`src/rtl/bit_index_serializer.sv`:
```
// Serializes the set-bit positions of an accepted word as ascending index beats.
// Optional BIT_INDEX_SERIALIZER_COUNT_EN adds count_o (population count of the accepted word).
module bit_index_serializer #(
    parameter int unsigned WIDTH = 128
) (
    input  logic                     clk_i,
    input  logic                     rst_n_i,
    input  logic [WIDTH-1:0]         data_i,
    input  logic                     data_val_i,
    output logic                     data_ready_o,
    output logic [$clog2(WIDTH)-1:0] idx_o,
    output logic                     idx_val_o,
    output logic                     idx_last_o,
    output logic                     idx_empty_o,
`ifdef BIT_INDEX_SERIALIZER_COUNT_EN
    output logic [$clog2(WIDTH):0]   count_o,
`endif
    input  logic                     idx_ready_i
);

    localparam int unsigned IdxW = $clog2(WIDTH);

    localparam logic [0:0] StIdle = 1'b0;
    localparam logic [0:0] StEmit = 1'b1;

    logic [0:0]       state_q, state_d;
    logic [WIDTH-1:0] mask_q, mask_d;
    logic             empty_q, empty_d;

    logic [IdxW-1:0]  low_idx;
    logic [WIDTH-1:0] low_oh;
    logic             one_left;
    logic             accept;
    logic             beat_done;

    assign accept    = (state_q == StIdle) && data_val_i;
    assign beat_done = (state_q == StEmit) && idx_ready_i;

    // Lowest set bit of the remaining mask; an empty mask reports index 0.
    always_comb begin
        low_idx = '0;
        for (int i = WIDTH - 1; i >= 0; i--) begin
            if (mask_q[i]) begin
                low_idx = IdxW'(i);
            end
        end
    end

    assign low_oh   = mask_q & (~mask_q + {{(WIDTH-1){1'b0}}, 1'b1});
    assign one_left = (mask_q != '0) && ((mask_q & ~low_oh) == '0);

    always_comb begin
        state_d = state_q;
        mask_d  = mask_q;
        empty_d = empty_q;
        unique case (state_q)
            StIdle: begin
                if (accept) begin
                    state_d = StEmit;
                    mask_d  = data_i;
                    empty_d = (data_i == '0);
                end
            end
            StEmit: begin
                if (beat_done) begin
                    mask_d = mask_q & ~low_oh;
                    if (empty_q || one_left) begin
                        state_d = StIdle;
                        mask_d  = '0;
                        empty_d = 1'b0;
                    end
                end
            end
            default: begin
                state_d = StIdle;
                mask_d  = '0;
                empty_d = 1'b0;
            end
        endcase
    end

    always_ff @(posedge clk_i or negedge rst_n_i) begin
        if (!rst_n_i) begin
            state_q <= StIdle;
            mask_q  <= '0;
            empty_q <= 1'b0;
        end else begin
            state_q <= state_d;
            mask_q  <= mask_d;
            empty_q <= empty_d;
        end
    end

    assign data_ready_o = (state_q == StIdle);
    assign idx_val_o    = (state_q == StEmit);
    assign idx_o        = low_idx;
    assign idx_last_o   = (state_q == StEmit) && (empty_q || one_left);
    assign idx_empty_o  = (state_q == StEmit) && empty_q;

`ifdef BIT_INDEX_SERIALIZER_COUNT_EN
    logic [IdxW:0] pop_cnt;
    logic [IdxW:0] count_q;

    always_comb begin
        pop_cnt = '0;
        for (int i = 0; i < WIDTH; i++) begin
            pop_cnt = pop_cnt + (IdxW + 1)'(data_i[i]);
        end
    end

    always_ff @(posedge clk_i or negedge rst_n_i) begin
        if (!rst_n_i) begin
            count_q <= '0;
        end else if (accept) begin
            count_q <= pop_cnt;
        end
    end

    assign count_o = count_q;
`endif

endmodule

```
`config.mk`:
```
export PLATFORM = sky130hd
export DESIGN_NAME = bit_index_serializer
export DESIGN_NICKNAME = d
export VERILOG_FILES = /design/src/rtl/bit_index_serializer.sv
export SDC_FILE = /design/constraint.sdc
export NUM_CORES = 1
export LEC_CHECK = 0
export CAP_MARGIN = 25
export CORE_ASPECT_RATIO = 1.4
export CORE_MARGIN = 8
export CORE_UTILIZATION = 55
export DETAILED_ROUTE_END_ITERATION = 6
export PLACE_DENSITY = 0.81
export SYNTH_ARGS = -nofsm -noshare
export SYNTH_HDL_FRONTEND = slang
export SYNTH_SLANG_ARGS = --single-unit
```
`constraint.sdc`:
```
create_clock -name clk_i -period 6.57 [get_ports clk_i]
set_input_delay 1.6425 -clock clk_i [delete_from_list [all_inputs] [get_ports clk_i]]
set_output_delay 1.6425 -clock clk_i [all_outputs]
set_load 0.005 [all_outputs]
```
## After elaboration in Yosys (flattened, before gate mapping)

Index checks and enable logic that the tools add are counted.

| storage, ports and cells | value |
|---|---|
| bits in registers | 130 |
| latch bits | 0 |
| RAM bits | 0 |
| ROM bits | 0 |
| input port bits | 132 |
| output and inout bits | 11 |
| word-level logic and storage cells | 163 |
| memories kept | 0 |

| operators by class | value |
|---|---|
| add/sub/neg operators | 1 |
| multipliers | 0 |
| div/mod/pow operators | 0 |
| $lt $le $gt $ge | 0 |
| equality and inequality tests | 3 |
| shifts and indexed selects | 0 |
| mux-type cells | 140 |
| bitwise operators | 5 |
| reduce and logical (&&, ||, !) cells | 11 |

Operators with widths:

| operator | count |
|---|---|
| $mux 7 | 128 |
| $mux 128 | 3 |
| $and 128x128->128 | 2 |
| $logic_not 128->1 | 2 |
| $not 128->128 | 2 |
| $pmux 128 s2 | 1 |
| $add 128x1->128 const B | 1 |
| $reduce_bool 128->1 | 1 |
| $mux 1 | 6 |
| $ne 2x1->1 const B | 3 |
| $logic_and 1x1->1 | 5 |
| $pmux 1 s2 | 2 |
| $reduce_and 3->1 | 1 |
| $reduce_and 2->1 | 1 |
| $logic_or 1x1->1 | 1 |
| $not 1->1 | 1 |

## Logic depth before layout (Yosys ltp)

| depth | value |
|---|---|
| depth in word-level cells | 128 |
| depth in mapped cells | 15 |
| mapped depth without buffers | 9 |

## Worst setup path after synthesis

Ideal clock, no wire load.

| path | value |
|---|---|
| path type | register -> output |
| start | reg mask_q[3] |
| end | out idx_last_o |
| arrival | 3.601 ns |
| required time | 4.927 ns |
| slack | 1.327 ns |
| stages on the path, launching flop included | 13 |
| path buffers | 3 |
| cell sequence | dfrtp_1 buf_2 or4_1 buf_2 nor4_4 nand4_1 buf_2 or3_1 o31ai_1 o2111ai_1 or4b_1 o41ai_1 and2_1 |

| between the ends | value |
|---|---|
| word-level cells in the longest chain between the ends | 9 |
| elaborated cells on any way between the ends | 10 |
| classes of those cells | add/sub (1); bitwise (4); reduce/logical (5) |

Ends and longest elaborated chain:

| element | line | text |
|---|---|---|
| from (decl) | 27 | `logic [WIDTH-1:0] mask_q, mask_d;` |
| from (signal assigned) | 89 | `mask_q <= mask_d;` |
| $not 128->128 | 49 | `assign low_oh = mask_q & (~mask_q + {{(WIDTH-1){1'b0}}, 1'b1});` |
| $add 128x1->128 | 49 |  |
| $and 128x128->128 | 49 |  |
| $not 128->128 | 50 | `assign one_left = (mask_q != '0) && ((mask_q & ~low_oh) == '0);` |
| $and 128x128->128 | 50 |  |
| $logic_not 128->1 | 50 |  |
| $logic_and 1x1->1 * | 50 |  |
| $logic_or 1x1->1 * | 97 | `assign idx_last_o = (state_q == StEmit) && (empty_q \|\| one_left);` |
| $logic_and 1x1->1 * | 97 |  |
| to (decl) | 13 | `output logic idx_last_o,` |

Mark *: on every way between the ends. The rest lies on a longest branch, timed or not.

## Worst setup path after layout

| path | value |
|---|---|
| start | reg mask_q[67] |
| end | out idx_last_o |

The elaborated chain is that of the path after synthesis.

==> results_dict.tcl <==
set metrics [dict create \
    status "finished, violations left" \
    violations "design-rule violations" \
    worstHoldPathType "reg2reg" \
    synth_cell_types 63 \
    max-slew-margin-rel_pct 26.4 \
    die_area_sq_mm 0.0216 \
    power_density_mw_per_mm2 184 \
    start_kind "flop" \
    grt.overflow.total 0 \
    cpLargestDelayFamily "simple AND/OR/NAND/NOR gates" \
    hold_viol_final 0 \
    leakagePower_uw 0.00437 \
    dpl.hpwl_mm 30.9 \
    io-pin-count 143 \
    fin_nets 1433 \
    grt_start_max_net_pins 83 \
    viasPerCell 7.61 \
    place_ws_ps 161 \
    cp.required_ps 4930 \
    path_class "reg2out" \
    area_growth_pct 27.2 \
    gp_congestion 1.08 \
    synth_top_cell_area_share_pct 34.6 \
    hp-start "mask_q[125]" \
    path_cells "nor4_1 -> nand4_1 -> or4_1 -> or2_1 -> o31ai_1 -> o2111ai_1 -> or4b_4 -> o41ai_2 -> buf_4 -> and2_1 -> clkdlybuf4s50_1" \
    busiest_layer "met2" \
    diodes 0 \
    cts_tree "done" \
    timing.final.crit_period_ps 6510 \
    drv_slew 0 \
    grt_use_met3_pct 11.2 \
    worstSkewPairLatency_ps 450 \
    cts.sink_count 130 \
    critPathBufInv 2 \
    ys_ff_latch 130 \
    vias 11500 \
    avgSynthCellArea_sq_um 7.94 \
    drt_first_iter_violations 1918 \
    max_freq_mhz 154 \
    drt-total-wl_mm 42.5 \
    synthMostInstantiatedCell "o21ai_0" \
    setup_tns_ps 0 \
    netlist_top_cells_count "178 x o21ai_0, 130 x dfrtp_1, 116 x a22oi_1" \
    finClkSkew_ps 10.4 \
    cp_slowest_cell "nor4_1" \
    synth_edf_count 0 \
    grt_pass1_vias 11100 \
    met1_usage_pct 43.7 \
    vdd_drop_max_v 0.000151 \
    coreArea_sq_mm 0.0167 \
    placed_cell_area_sq_mm 0.0111 \
    start_util_pct 56.1 \
    met2_usage_pct 61.4 \
    r2r-start "mask_q[67]" \
    cp_max_fo 11 \
    synthFlopType "dfrtp_1" \
    final_cell_area_sq_mm 0.0119 \
    synthTopCellsByArea "dfrtp_1 35%, o21ai_0 9.5%, a22oi_1 9.3%" \
    die_w_um 126 \
    die_h_um 171 \
    syn_inst 1183 \
    port_buffers 142 \
    cap_violations 0 \
    cts_inserted_buffers 17 \
    ys.warnings.count 0 \
    antenna_found_initial 0 \
    cts_max_level 4 \
    tightestPinTransition_ps 1090 \
    globalRouteTotalUtil_pct 38.8 \
    grt_pass1_wl_mm 64.4 \
    cts.clk_slew.worst_paths_ps 60 \
    fin_crit_sh_pct 99.1 \
    yosysTopAreaCell "dfrtp_1" \
    setup_viol 0 \
    drc 1 \
    yosysSeqAreaShare_pct 34.6 \
    rows 56 \
    syn_nets 1315 \
    async_flop_share_pct 100 \
    cp-startpoint "mask_q[67]" \
    wl_per_cell_um 28.0 \
    layout-drive-gt1-share_pct 10.8 \
    worstPathArrival_ps 4870 \
    postRouteAntennaNets 0 \
    dr.pass1.iters 7 \
    setup_ws_ps 60.8 \
    cts.path.max_buffers 2 \
    cts-hold-fix-buffers 0 \
    worst_path_largest_cell_delay_ps 600 \
    worst_hold_slack_ps 590 \
    syn-cell-area_sq_mm 0.00939 \
    end_kind "primary output" \
    clockRootBuffer "clkbuf_16" \
]
metrics by stage:
| step | total power, uW | cells | util, % |
|---|---|---|---|
| after detailed placement | 1200 | 1480 | 66.2 |
| after CTS | 2180 | 1513 | 70.1 |
| after global placement | 1200 | 1480 | 66.2 |
| final | 2200 | 1517 | 71.3 |
| after floorplan | 998 | 1183 | - |
| after global routing | 2250 | 1517 | 71.3 |
logic make-up (layout without fill, tap and decap cells):
family / Yosys count / in the layout / synth area share, %
AOI/OAI and AO/OA: 496 / 496 / 34.4
and+or+nand+nor: 418 / 418 / 24.7
buffers and inverters: 136 / 267 / 5.92
DFF: 130 / 130 / 34.6
adders and majority gates: 3 / 3 / 0.320
per-layer routing:
metal | up-vias | part of all wire (%) | wire, um
met5 | - | 0 | 0
li1 | 4943 | - | -
met2 | 943 | 46 | 19400
met4 | 0 | 8.8 | 3750
met3 | 249 | 11 | 4750
met1 | 5412 | 34 | 14600
layout make-up:
type,instances,area (sq um)
fillers,1376,4800
multi-input cells,917,5810
clock buffers,17,425
clock inverters,15,173
well taps,203,254
repair buffers,202,1910
flip-flops and latches,130,3250
inverters,33,124
power breakdown:
group | total, uW | leakage, uW | internal (uW) | switching, uW
clock | 993 | 0.000289 | 570 | 423
sequential | 886 | 0.00129 | 828 | 58.6
combinational | 320 | 0.00279 | 159 | 161
total | 2200 | 0.00437 | 1560 | 643
placed cells by master, fill, tap and decap left out, types with 10 or more instances in the layout:
| master | count |
|---|---|
| a21oi_1 | 41 |
| a22oi_1 | 116 |
| buf_4 | 58 |
| clkbuf_16 | 17 |
| clkdlybuf4s50_1 | 141 |
| dfrtp_1 | 129 |
| inv_1 | 33 |
| nand2_1 | 70 |
| nand3_1 | 22 |
| nand4_1 | 37 |
| nor2_1 | 84 |
| nor3_1 | 32 |
| nor4_1 | 69 |
| nor4_2 | 10 |
| o21ai_0 | 174 |
| o21ai_1 | 11 |
| o31ai_1 | 48 |
| o41ai_1 | 10 |
| or3_1 | 14 |
| or4_1 | 25 |
state kept, by name, summed over array words and instances, names as in the netlist:
register / cells
mask_q: 128
idx_val_o: 1
empty_q: 1
final timing paths:
path	to	slack, ps	cells past startpoint
min	mask_q[125]	590	1
min in group asynchronous	mask_q[65]	1170	1
min reg2reg	mask_q[125]	590	1
max in group asynchronous	mask_q[3]	3880	3
max	idx_last_o	60	11
max reg2reg	mask_q[43]	1620	10
repair_timing:
item | in CTS | in global routing
endpoints found under the setup margin | 1 | 1
gates cloned | 0 | 0
pin swaps | 0 | 7
resized for setup | 8 | 28
setup buffers | 1 | 2
Power figures use the tool's default switching activity.
